<file path="config.mk">
export PLATFORM = sky130hd
export DESIGN_NAME = cnt_bcd_fnd_decoder_flat
export DESIGN_NICKNAME = d
export VERILOG_FILES = /design/src/rtl/cnt_bcd_fnd_decoder_pkg.sv /design/src/rtl/cnt_bcd_fnd_decoder_if.sv /design/src/rtl/cnt_bcd_fnd_decoder_seg7_enc.sv /design/src/rtl/cnt_bcd_fnd_decoder.sv /design/src/flat_wrapper.sv
export SDC_FILE = /design/constraint.sdc
export NUM_CORES = 1
export LEC_CHECK = 0
export BUFFER_PORTS_ARGS = -buffer_cell sky130_fd_sc_hd__buf_2
export CAP_MARGIN = 20
export CELL_PAD_IN_SITES_DETAIL_PLACEMENT = 1
export CELL_PAD_IN_SITES_GLOBAL_PLACEMENT = 1
export CORE_MARGIN = 2
export CORE_UTILIZATION = 46
export CTS_CLUSTER_SIZE = 24
export DETAILED_ROUTE_END_ITERATION = 10
export PLACE_DENSITY = 0.95
export SETUP_SLACK_MARGIN = 0.3
export SYNTH_ARGS = -nofsm -noshare
export SYNTH_HDL_FRONTEND = slang
export SYNTH_HIERARCHICAL = 1
export SYNTH_SLANG_ARGS = --single-unit
</file>
<file path="constraint.sdc">
create_clock -name clk -period 6.63 [get_ports clk]
set_input_delay 1.989 -clock clk [delete_from_list [all_inputs] [get_ports clk]]
set_output_delay 1.989 -clock clk [all_outputs]
set_load 0.02 [all_outputs]
</file>
<file path="src/rtl/cnt_bcd_fnd_decoder_pkg.sv">
// cnt_bcd_fnd_decoder shared types and constants
// FSM encoding, iteration bounds, segment patterns
package cnt_fnd_pkg;

  typedef enum logic [1:0] {
    IDLE  = 2'd0,
    SHIFT = 2'd1,
    DONE  = 2'd2
  } state_t;

  localparam int ITER    = 7;
  localparam int CNT_MAX = 99;

  // active-high patterns, bit order {g,f,e,d,c,b,a}
  localparam logic [6:0] SEG_0     = 7'h3F;
  localparam logic [6:0] SEG_1     = 7'h06;
  localparam logic [6:0] SEG_2     = 7'h5B;
  localparam logic [6:0] SEG_3     = 7'h4F;
  localparam logic [6:0] SEG_4     = 7'h66;
  localparam logic [6:0] SEG_5     = 7'h6D;
  localparam logic [6:0] SEG_6     = 7'h7D;
  localparam logic [6:0] SEG_7     = 7'h07;
  localparam logic [6:0] SEG_8     = 7'h7F;
  localparam logic [6:0] SEG_9     = 7'h6F;
  localparam logic [6:0] SEG_DASH  = 7'h40;
  localparam logic [6:0] SEG_BLANK = 7'h00;

  // double-dabble correction: +3 to any nibble >= 5
  function automatic logic [7:0] add3(
    input logic [7:0] b
  );
    logic [3:0] hi;
    logic [3:0] lo;
    hi = b[7:4];
    lo = b[3:0];
    if (hi >= 4'd5) hi = hi + 4'd3;
    if (lo >= 4'd5) lo = lo + 4'd3;
    return {hi, lo};
  endfunction

endpackage

</file>
<file path="src/rtl/cnt_bcd_fnd_decoder_if.sv">
// cnt_bcd_fnd_decoder bus interface
// input sample handshake plus result handshake
interface cnt_bcd_fnd_decoder_if;

  logic       i_valid;
  logic       o_ready;
  logic [6:0] i_bin;
  logic       o_valid;
  logic       i_ready;
  logic [3:0] o_bcd_tens;
  logic [3:0] o_bcd_ones;
  logic [6:0] o_seg_tens;
  logic [6:0] o_seg_ones;
  logic       o_err;

  modport master (
    output i_valid, i_bin, i_ready,
    input  o_ready, o_valid,
    input  o_bcd_tens, o_bcd_ones,
    input  o_seg_tens, o_seg_ones,
    input  o_err
  );

  modport slave (
    input  i_valid, i_bin, i_ready,
    output o_ready, o_valid,
    output o_bcd_tens, o_bcd_ones,
    output o_seg_tens, o_seg_ones,
    output o_err
  );

endinterface

</file>
<file path="src/rtl/cnt_bcd_fnd_decoder_seg7_enc.sv">
// seg7_enc: BCD digit to 7-segment pattern
// dash overrides blank, blank overrides digit
module seg7_enc
  import cnt_fnd_pkg::*;
#(
  parameter bit ACTIVE_LOW = 1'b0
) (
  input  logic [3:0] digit,
  input  logic       blank,
  input  logic       dash,
  output logic [6:0] seg
);

  logic [6:0] pat;

  // pattern select, then apply display polarity
  always_comb begin
    pat = SEG_BLANK;
    if (dash) begin
      pat = SEG_DASH;
    end else if (!blank) begin
      case (digit)
        4'd0:    pat = SEG_0;
        4'd1:    pat = SEG_1;
        4'd2:    pat = SEG_2;
        4'd3:    pat = SEG_3;
        4'd4:    pat = SEG_4;
        4'd5:    pat = SEG_5;
        4'd6:    pat = SEG_6;
        4'd7:    pat = SEG_7;
        4'd8:    pat = SEG_8;
        4'd9:    pat = SEG_9;
        default: pat = SEG_BLANK;
      endcase
    end
    seg = ACTIVE_LOW ? ~pat : pat;
  end

endmodule

</file>
<file path="src/rtl/cnt_bcd_fnd_decoder.sv">
// cnt_bcd_fnd_decoder: 0..99 binary to BCD + FND
// serial double-dabble, one bit per clock
module cnt_bcd_fnd_decoder
  import cnt_fnd_pkg::*;
#(
  parameter bit SEG_ACTIVE_LOW = 1'b0,
  parameter bit BLANK_LZ       = 1'b1
) (
  input logic                  clk,
  input logic                  reset,
  cnt_bcd_fnd_decoder_if.slave bus
);

  localparam logic [6:0] SEG_OFF =
    SEG_ACTIVE_LOW ? ~SEG_BLANK : SEG_BLANK;

  state_t      state;
  state_t      state_nxt;
  logic [6:0]  bin_q;
  logic [7:0]  bcd_q;
  logic [2:0]  iter_q;
  logic        err_q;
  logic [14:0] sh;
  logic [7:0]  bcd_n;
  logic [6:0]  bin_n;
  logic        last;
  logic        tens_blank;
  logic [6:0]  seg_t_n;
  logic [6:0]  seg_o_n;
  logic [3:0]  tens_q;
  logic [3:0]  ones_q;
  logic [6:0]  seg_t_q;
  logic [6:0]  seg_o_q;
  logic        oerr_q;

  assign sh    = {add3(bcd_q), bin_q} << 1;
  assign bcd_n = sh[14:7];
  assign bin_n = sh[6:0];
  assign last  = (iter_q == 3'(ITER - 1));

  assign tens_blank = BLANK_LZ && (bcd_n[7:4] == 4'd0);

  seg7_enc #(.ACTIVE_LOW(SEG_ACTIVE_LOW)) u_enc_tens (
    .digit (bcd_n[7:4]),
    .blank (tens_blank),
    .dash  (err_q),
    .seg   (seg_t_n)
  );

  seg7_enc #(.ACTIVE_LOW(SEG_ACTIVE_LOW)) u_enc_ones (
    .digit (bcd_n[3:0]),
    .blank (1'b0),
    .dash  (err_q),
    .seg   (seg_o_n)
  );

  // state register
  always_ff @(posedge clk) begin
    if (reset) state <= IDLE;
    else       state <= state_nxt;
  end

  // next state and handshake outputs
  always_comb begin
    state_nxt   = state;
    bus.o_ready = 1'b0;
    bus.o_valid = 1'b0;
    unique case (state)
      IDLE: begin
        bus.o_ready = 1'b1;
        if (bus.i_valid) state_nxt = SHIFT;
      end
      SHIFT: begin
        if (last) state_nxt = DONE;
      end
      DONE: begin
        bus.o_valid = 1'b1;
        if (bus.i_ready) state_nxt = IDLE;
      end
      default: state_nxt = IDLE;
    endcase
  end

  // capture sample, then shift-add-3 per clock
  always_ff @(posedge clk) begin
    if (reset) begin
      bin_q  <= '0;
      bcd_q  <= '0;
      iter_q <= '0;
      err_q  <= 1'b0;
    end else if (state == IDLE && bus.i_valid) begin
      bin_q  <= bus.i_bin;
      bcd_q  <= '0;
      iter_q <= '0;
      err_q  <= (bus.i_bin > 7'(CNT_MAX));
    end else if (state == SHIFT) begin
      bin_q  <= bin_n;
      bcd_q  <= bcd_n;
      iter_q <= iter_q + 3'd1;
    end
  end

  // result registers load on DONE entry only
  always_ff @(posedge clk) begin
    if (reset) begin
      tens_q  <= '0;
      ones_q  <= '0;
      seg_t_q <= SEG_OFF;
      seg_o_q <= SEG_OFF;
      oerr_q  <= 1'b0;
    end else if (state == SHIFT && last) begin
      tens_q  <= err_q ? 4'hF : bcd_n[7:4];
      ones_q  <= err_q ? 4'hF : bcd_n[3:0];
      seg_t_q <= seg_t_n;
      seg_o_q <= seg_o_n;
      oerr_q  <= err_q;
    end
  end

  assign bus.o_bcd_tens = tens_q;
  assign bus.o_bcd_ones = ones_q;
  assign bus.o_seg_tens = seg_t_q;
  assign bus.o_seg_ones = seg_o_q;
  assign bus.o_err      = oerr_q;

endmodule

</file>
<file path="src/flat_wrapper.sv">
// flat-port wrapper written by rule: the top's interface ports become plain ports
module cnt_bcd_fnd_decoder_flat import cnt_fnd_pkg::*;
#(
  parameter bit SEG_ACTIVE_LOW = 1'b0,
  parameter bit BLANK_LZ       = 1'b1
)
  (clk, reset, bus_i_valid, bus_i_bin, bus_i_ready, bus_o_ready, bus_o_valid, bus_o_bcd_tens, bus_o_bcd_ones, bus_o_seg_tens, bus_o_seg_ones, bus_o_err);
  cnt_bcd_fnd_decoder_if bus_i ();
  input logic clk;
  input logic reset;
  input wire logic [$bits(bus_i.i_valid)-1:0] bus_i_valid;
  input wire logic [$bits(bus_i.i_bin)-1:0] bus_i_bin;
  input wire logic [$bits(bus_i.i_ready)-1:0] bus_i_ready;
  output wire logic [$bits(bus_i.o_ready)-1:0] bus_o_ready;
  output wire logic [$bits(bus_i.o_valid)-1:0] bus_o_valid;
  output wire logic [$bits(bus_i.o_bcd_tens)-1:0] bus_o_bcd_tens;
  output wire logic [$bits(bus_i.o_bcd_ones)-1:0] bus_o_bcd_ones;
  output wire logic [$bits(bus_i.o_seg_tens)-1:0] bus_o_seg_tens;
  output wire logic [$bits(bus_i.o_seg_ones)-1:0] bus_o_seg_ones;
  output wire logic [$bits(bus_i.o_err)-1:0] bus_o_err;
  assign bus_i.i_valid = bus_i_valid;
  assign bus_i.i_bin = bus_i_bin;
  assign bus_i.i_ready = bus_i_ready;
  assign bus_o_ready = bus_i.o_ready;
  assign bus_o_valid = bus_i.o_valid;
  assign bus_o_bcd_tens = bus_i.o_bcd_tens;
  assign bus_o_bcd_ones = bus_i.o_bcd_ones;
  assign bus_o_seg_tens = bus_i.o_seg_tens;
  assign bus_o_seg_ones = bus_i.o_seg_ones;
  assign bus_o_err = bus_i.o_err;
  cnt_bcd_fnd_decoder #(.SEG_ACTIVE_LOW(SEG_ACTIVE_LOW), .BLANK_LZ(BLANK_LZ)) u_core (.clk(clk), .reset(reset), .bus(bus_i));
endmodule
</file>
==> reports/metrics.csv, run 1 <==
stage,metric,value,unit
sta,Final Skew,0.00320,ns
hold_path,hold wc startpoint,u_core/bus.o_seg_tens[6]$_SDFFE_PP0P_,
logic_synthesis,Gate Count Post-Synth,278,
routing,Post-Route WL,5800,µm
clock_tree,H-Tree Depth,2,
sta,Tcrit/Tclk final,47.1,%
placed_design,placed cell count,368,
final_layout,# diodes,0,
routing,DRC errors left,0,
final_layout,area delta synth->final,10.6,%
critical_path,CP Class,flip-flop to output port,
hold_path,Worst Hold Path Cells,2,
routing,Antenna Nets Post-Route,0,
logic_synthesis,yosys warns,6,
die,Top Ports,36,
logic_synthesis,fraction of registers with async set/reset,0,%
clock_tree,CTS buffer count,5,
sta,final worst path period need,3.12,ns
routing,DR vias/cell,5.26,
sta,unrepaired setup endpoints after global routing,false,
pwr,Cell Pwr Density,220,mW/mm²
final_layout,end-of-flow core utilization,53.0,%
die,row cnt,26,
final_layout,Final #Nets,332,
sta,Setup TNS,0,ns
critical_path,endpoint class of the critical path,output port,
grt,Total GRT Usage,20.9,%
final_layout,"commonest cells after routing, fill and taps aside","46 x nand2_1, 44 x dfxtp_1, 35 x buf_2",
clock_tree,CTS resizes,0,
routing,drt first pass iters,4,
logic_synthesis,flop and latch count out of synthesis,44,
clock_tree,clock slew at reported path FFs,0.08,ns
hold_path,hold path endpoint,u_core/bus.o_seg_tens[6]$_SDFFE_PP0P_,
sta,Final setup viols,0,
grt,GRT overflow,0,
clock_tree,cts-stage hold buffer count,0,
routing,1st-iter DRT viols,87,
critical_path,Crit path required time,4.64,ns
hold_path,HP Class,flip-flop to flip-flop,
placed_design,GP Congestion,0.764,
clock_tree,CTS tree,done,
clock_tree,Post CTS Setup Buffer Count,0,
final_layout,"commonest non-fill, non-tap cell in the layout",nand2_1,
sta,Fmax,320,MHz
pwr,Lkg Pwr,1.12,nW
critical_path,CP max FO,5,
clock_tree,clock tree buffer depth,2,
clock_tree,CTS root buf,clkbuf_8,
placed_design,Final HPWL DP,3940,µm
grt,largest net degree at the start of global routing,36,
sta,Final Hold Fails,0,
logic_synthesis,"Avg Cell Area, Syn",8.81,µm²
die,chip height,77.0,µm
pwr,worst vdd ir,0.0964,mV
critical_path,Worst R2R Start,u_core/bcd_q[1]$_SDFFE_PP0N_,
die,core outline area,0.00511,mm²
clock_tree,CTS sink count,44,
logic_synthesis,synthesized cell area,0.00245,mm²
logic_synthesis,commonest register cell after synthesis,dfxtp_1,
critical_path,WP data arrival,1.13,ns
routing,total number of vias,1976,
critical_path,R2R Setup Slk,4.01,ns
clock_tree,Worst-Skew Late Latency,0.31,ns
job,max-cap viol count,0,
sta,worst rel slew slack,45.7,%
critical_path,reg2reg path depth,10,
sta,Slew Limit Fails,0,
sta,Worst-Margin Slew,0.811,ns
grt,initial antenna violation count,0,
placed_design,port bufs,35,
critical_path,CP Launch Type,flip-flop,
logic_synthesis,Yosys cell types,47,
final_layout,fin cells,376,
die,Chip Width,77.0,µm
run_status,run status,finished clean,
final_layout,fraction of layout cells with a size suffix above 1,23.2,%
grt,vias in the first global route,2039,
logic_synthesis,Post-synth EDFFs,0,
grt,first-pass GRT wire length,9800,µm
die,Initial Util,47.9,%
critical_path,Crit Reg-Reg Endpoint,u_core/bus.o_seg_ones[0]$_SDFFE_PP0P_,
die,Die Area,0.00592,mm²
logic_synthesis,"Seq/Total Area, Yosys",36.0,%
routing,WL/cell,15.4,µm
[critical path, stage by stage (launching register included)]
cell     delay [ns]
dfxtp_1        0.45
and2b_1        0.22
buf_2          0.16
[synthesized netlist by cell type, types with 4 or more instances]
| master | number | area (µm²) |
|---|---|---|
| nand2_1 | 46 | 173 |
| dfxtp_1 | 44 | 881 |
| a21oi_1 | 31 | 155 |
| nor2_1 | 22 | 82.6 |
| inv_1 | 18 | 67.6 |
| ha_1 | 16 | 200 |
| a211oi_1 | 9 | 67.6 |
| a211oi_2 | 8 | 100 |
| nand2b_1 | 7 | 43.8 |
| a22oi_1 | 6 | 45.0 |
| buf_6 | 5 | 56.3 |
| clkbuf_1 | 4 | 15.0 |
| nor3_1 | 4 | 20.0 |
| nor3b_1 | 4 | 30.0 |
| o22ai_1 | 4 | 25.0 |
[final cells by class]
cell class	count	area, µm²
timing repair buffer	35	175
multi-input combinational	201	1370
clock inverter	1	30.0
inverter	18	67.6
clock buffer	7	96.3
fill	628	2400
sequential	44	881
tap	70	87.6
[kinds of logic after synthesis]
family	after synthesis	synth area share (%)
xor gates and xnor gates	6	2.15
AOI/OAI and AO/OA	67	19.7
and+or+nand+nor	103	21.9
buffers and inverters	35	8.33
DFF	44	36.0
adders and majority gates	16	8.18
other	1	0.153
muxes	6	3.63
[registers in the layout, indices dropped and copies added (netlist names)]
name / flops
u_core/bcd_q: 8
u_core/bus.o_seg_tens: 7
u_core/err_q: 1
u_core/bus.o_seg_ones: 7
u_core/bus.o_err: 1
u_core/iter_q: 3
u_core/bin_q: 7
u_core/bus.o_bcd_tens: 4
u_core/state: 2
u_core/bus.o_bcd_ones: 4
[routing by layer]
metal  part of all wire [%]  vias up  track usage, %
li1                       -      993               -
met2                     51       32            36.6
met1                     44      940            23.9
met4                    1.9        0            8.18
met3                    3.4       11            5.76
met5                      0        -               0
[stage by stage]
stage                     area, µm²  hold slack, ns  total power [mW]  worst slack, ns
after floorplan                2460           0.437             0.358             3.85
after CTS                      2710           0.460             0.602             3.49
final                          2710           0.455             0.595             3.51
after detailed placement       2580           0.448             0.370             3.30
after global placement         2580           0.438             0.365             3.38
after global routing           2710           0.481             0.623             3.45
[how the worst max path moves through the flow]
stage	endpoint	from	slack, ns
finish	bus_o_valid	u_core/state[0]$_SDFFE_PP0P_	3.51
global route	u_core/bin_q[5]$_SDFFE_PP0P_	bus_i_valid	3.45
CTS	bus_o_valid	u_core/state[0]$_SDFFE_PP0P_	3.49
detailed placement	u_core/bin_q[1]$_SDFFE_PP0P_	bus_i_valid	3.30
global placement	u_core/bin_q[3]$_SDFFE_PP0P_	bus_i_valid	3.38
floorplan	u_core/bcd_q[3]$_SDFFE_PP0N_	reset	3.85
[power by group]
group	leakage, nW	total, mW	internal, mW	switching [mW]
registers	0.356	0.276	0.270	0.00634
clock network	0.0645	0.228	0.133	0.0946
logic	0.697	0.0913	0.0368	0.0545
total	1.12	0.595	0.440	0.156
Power figures use the tool's default switching activity.
==> inputs of run 2 (changes only) <==
--- a/config.mk
+++ b/config.mk
@@ -5,15 +5,16 @@
 export SDC_FILE = /design/constraint.sdc
 export NUM_CORES = 1
 export LEC_CHECK = 0
+export ABC_AREA = 1
 export BUFFER_PORTS_ARGS = -buffer_cell sky130_fd_sc_hd__buf_2
 export CAP_MARGIN = 20
 export CELL_PAD_IN_SITES_DETAIL_PLACEMENT = 1
 export CELL_PAD_IN_SITES_GLOBAL_PLACEMENT = 1
 export CORE_MARGIN = 2
-export CORE_UTILIZATION = 46
+export CORE_UTILIZATION = 40
 export CTS_CLUSTER_SIZE = 24
 export DETAILED_ROUTE_END_ITERATION = 10
-export PLACE_DENSITY = 0.95
+export PLACE_DENSITY = 0.91
 export SETUP_SLACK_MARGIN = 0.3
 export SYNTH_ARGS = -nofsm -noshare
 export SYNTH_HDL_FRONTEND = slang
==> constraint.sdc (replaced) <==
create_clock -name clk -period 2.9 [get_ports clk]
set_input_delay 0.87 -clock clk [delete_from_list [all_inputs] [get_ports clk]]
set_output_delay 0.87 -clock clk [all_outputs]
set_load 0.02 [all_outputs]
==> reports/metrics.csv, run 2 <==
stage,metric,value,unit
run_status,run status,finished clean,
critical_path,endpoint class of the critical path,flip-flop,
critical_path,slowest stage cell on the critical path,dfxtp_1,
pwr,combinational share of power,16.0,%
job,max-cap viol count,0,
final_layout,FILL cells,818,
clock_tree,Post CTS Setup Buffer Count,0,
die,Die Area,0.00674,mm²
die,Initial Util,41.2,%
clock_tree,H-Tree Depth,2,
critical_path,reg2reg path depth,14,
routing,WL/cell,13.5,µm
final_layout,Final #Nets,434,
grt,largest net degree at the start of global routing,24,
sta,Final setup viols,0,
routing,DR vias/cell,4.93,
logic_synthesis,most common cell in the netlist,nor2_1,
sta,worst rel slew slack,61.7,%
logic_synthesis,fraction of registers with async set/reset,0,%
pwr,worst vdd ir,0.232,mV
sta,Slew Limit Fails,0,
routing,Antenna Nets Post-Route,0,
hold_path,hold path endpoint,u_core/bin_q[0]$_SDFFE_PP0P_,
pwr,switch share,27.7,%
clock_tree,CTS tree,done,
final_layout,# diodes,0,
routing,Post-Route WL,6530,µm
clock_tree,CTS sink count,44,
logic_synthesis,Synth area leaders,"dfxtp_1 36%, nor2_1 12%, nand2_1 12%, inv_1 8.5%, ha_1 8.2%",
clock_tree,CTS root buf,clkbuf_8,
final_layout,"commonest non-fill, non-tap cell in the layout",nor2_1,
grt,Total GRT Usage,21.4,%
sta,unrepaired setup endpoints after global routing,false,
pwr,Clk network pwr share,38.0,%
grt,first-pass GRT wire length,11100,µm
hold_path,hold wc startpoint,u_core/bin_q[0]$_SDFFE_PP0P_,
die,row cnt,28,
grt,initial antenna violation count,0,
placed_design,placed cell count,475,
die,Chip Width,82.1,µm
logic_synthesis,"area leader, netlist",dfxtp_1,
logic_synthesis,yosys warns,6,
clock_tree,clock slew at reported path FFs,0.08,ns
routing,1st-iter DRT viols,118,
sta,Final Skew,0.00838,ns
critical_path,worst stage delay on the critical path,0.43,ns
sta,Setup TNS,0,ns
placed_design,port bufs,35,
placed_design,GP Congestion,0.794,
critical_path,R2R Setup Slk,0.60,ns
sta,Tcrit/Tclk final,79.3,%
placed_design,Final HPWL DP,4800,µm
critical_path,critical path cell sequence,"inv_1, ha_1, inv_1, nand2_1, nand3_1, nand2_1, nand2_1, inv_1, ha_1, o21ai_0, nor2_1, nor2_1, nor2_1, nor2_1",
die,chip height,82.1,µm
critical_path,CP Launch Type,flip-flop,
pwr,switching power total,0.380,mW
clock_tree,CTS resizes,0,
critical_path,Worst R2R Start,u_core/bcd_q[0]$_SDFFE_PP0N_,
critical_path,Crit path required time,3.14,ns
hold_path,HP Class,flip-flop to flip-flop,
clock_tree,clock tree buffer depth,2,
routing,drt first pass iters,4,
critical_path,CP max FO,6,
logic_synthesis,"Avg Cell Area, Syn",6.54,µm²
die,core outline area,0.00592,mm²
die,Top Ports,36,
critical_path,WP data arrival,2.54,ns
pwr,Reg power frac,46.0,%
placed_design,pre-CTS setup slack,0.655,ns
final_layout,area delta synth->final,13.7,%
logic_synthesis,Yosys top cell area share,36.1,%
critical_path,Crit Reg-Reg Endpoint,u_core/bus.o_seg_ones[0]$_SDFFE_PP0P_,
pwr,total chip power,1.37,mW
sta,Worst-Margin Slew,0.570,ns
logic_synthesis,"Seq/Total Area, Yosys",36.1,%
clock_tree,Worst-Skew Late Latency,0.30,ns
logic_synthesis,Yosys cell types,21,
pwr,Int Power,0.991,mW
sta,Fmax,435,MHz
logic_synthesis,synthesized cell area,0.00244,mm²
pwr,Cell Pwr Density,495,mW/mm²
hold_path,Worst Hold Path Cells,2,
logic_synthesis,flop and latch count out of synthesis,44,
sta,Final Hold Fails,0,
grt,vias in the first global route,2481,
logic_synthesis,most common library cells after synthesis,"78 x nor2_1, 76 x nand2_1, 55 x inv_1",
final_layout,fraction of layout cells with a size suffix above 1,13.0,%
final_layout,"commonest cells after routing, fill and taps aside","78 x nor2_1, 76 x nand2_1, 55 x inv_1",
clock_tree,CTS buffer count,5,
logic_synthesis,Post-synth EDFFs,0,
final_layout,Largest Register,u_core/bcd_q,
critical_path,CP Class,flip-flop to flip-flop,
sta,final worst path period need,2.30,ns
logic_synthesis,Gate Count Post-Synth,373,
grt,GRT overflow,0,
logic_synthesis,commonest register cell after synthesis,dfxtp_1,
final_layout,max reg flops,8,
critical_path,cell mode on critical path,nor2_1,
routing,DRC errors left,0,
sta,Final Worst Setup Slack,0.602,ns
clock_tree,cts-stage hold buffer count,0,
pwr,Lkg Pwr,1.52,nW
routing,total number of vias,2381,
final_layout,fin cells,483,
==> run 2: per-stage QoR <==
step                cell area (µm²)  utilization, %  hold slack [ns]
finish                         2770            46.8            0.482
global route                   2770            46.8            0.524
CTS                            2770            46.8            0.490
detailed placement             2650            44.7            0.476
global placement               2650            44.7            0.466
floorplan                      2440               -            0.445
==> run 2: kinds of logic after synthesis <==
family | count (synthesis) | share of synthesized area, %
adder cells (fa/ha/maj) | 16 | 8.21
AND/OR/NAND/NOR | 194 | 33.5
AO/OA/AOI/OAI | 50 | 10.3
other | 1 | 0.154
buffers and inverters | 68 | 11.7
flip-flops | 44 | 36.1
==> run 2: layout make-up <==
cell class,count,area (µm²),share of cell area [%]
Inverter,59,221,7.99
Timing Repair Buffer,35,175,6.32
Sequential cell,44,881,31.8
Multi-Input combinational cell,262,1270,46.0
Clock inverter,1,30.0,1.08
Tap cell,75,93.8,3.38
Clock buffer,7,96.3,3.47
==> run 2: worst max-delay path, delay by kind of cell, from the launching register on <==
family                     cells  cell delay [ns]
and+or+nand+nor                8             0.83
DFF                            1             0.43
adders and majority gates      2             0.42
buffers and inverters          3             0.27
AOI/OAI and AO/OA              1             0.27
==> run 2: worst max path at each step <==
stage / startpoint / cells after the start / slack [ns] / endpoint
5_1_grt: u_core/bcd_q[0]$_SDFFE_PP0N_ / 14 / 0.31 / u_core/bus.o_seg_ones[0]$_SDFFE_PP0P_
3_3_place_gp: u_core/bcd_q[4]$_SDFFE_PP0N_ / 16 / 0.74 / u_core/bus.o_seg_tens[3]$_SDFFE_PP0P_
3_5_place_dp: u_core/bcd_q[4]$_SDFFE_PP0N_ / 16 / 0.66 / u_core/bus.o_seg_tens[3]$_SDFFE_PP0P_
6_report: u_core/bcd_q[0]$_SDFFE_PP0N_ / 14 / 0.60 / u_core/bus.o_seg_ones[0]$_SDFFE_PP0P_
4_1_cts: u_core/bcd_q[0]$_SDFFE_PP0N_ / 15 / 0.63 / u_core/bus.o_seg_tens[3]$_SDFFE_PP0P_
2_1_floorplan: u_core/bcd_q[4]$_SDFFE_PP0N_ / 16 / 0.97 / u_core/bus.o_seg_tens[3]$_SDFFE_PP0P_
==> run 2: metal layers <==
metal	vias up	part of all wire, %	wire length, µm	track usage (%)
li1	1218	-	-	-
met1	1103	44	2860	24.8
met2	48	51	3300	38.9
met4	0	2.0	133	7.50
met5	-	0	0	0
met3	12	3.6	234	4.07
==> run 2: power groups by stage <==
| stage | clock network, mW | logic (mW) | registers, mW |
|---|---|---|---|
| floorplan | 0 | 0.170 | 0.642 |
| CTS | 0.530 | 0.220 | 0.632 |
| global route | 0.551 | 0.255 | 0.634 |
| finish | 0.521 | 0.219 | 0.631 |
| global placement | 0 | 0.206 | 0.644 |
| detailed placement | 0 | 0.216 | 0.646 |
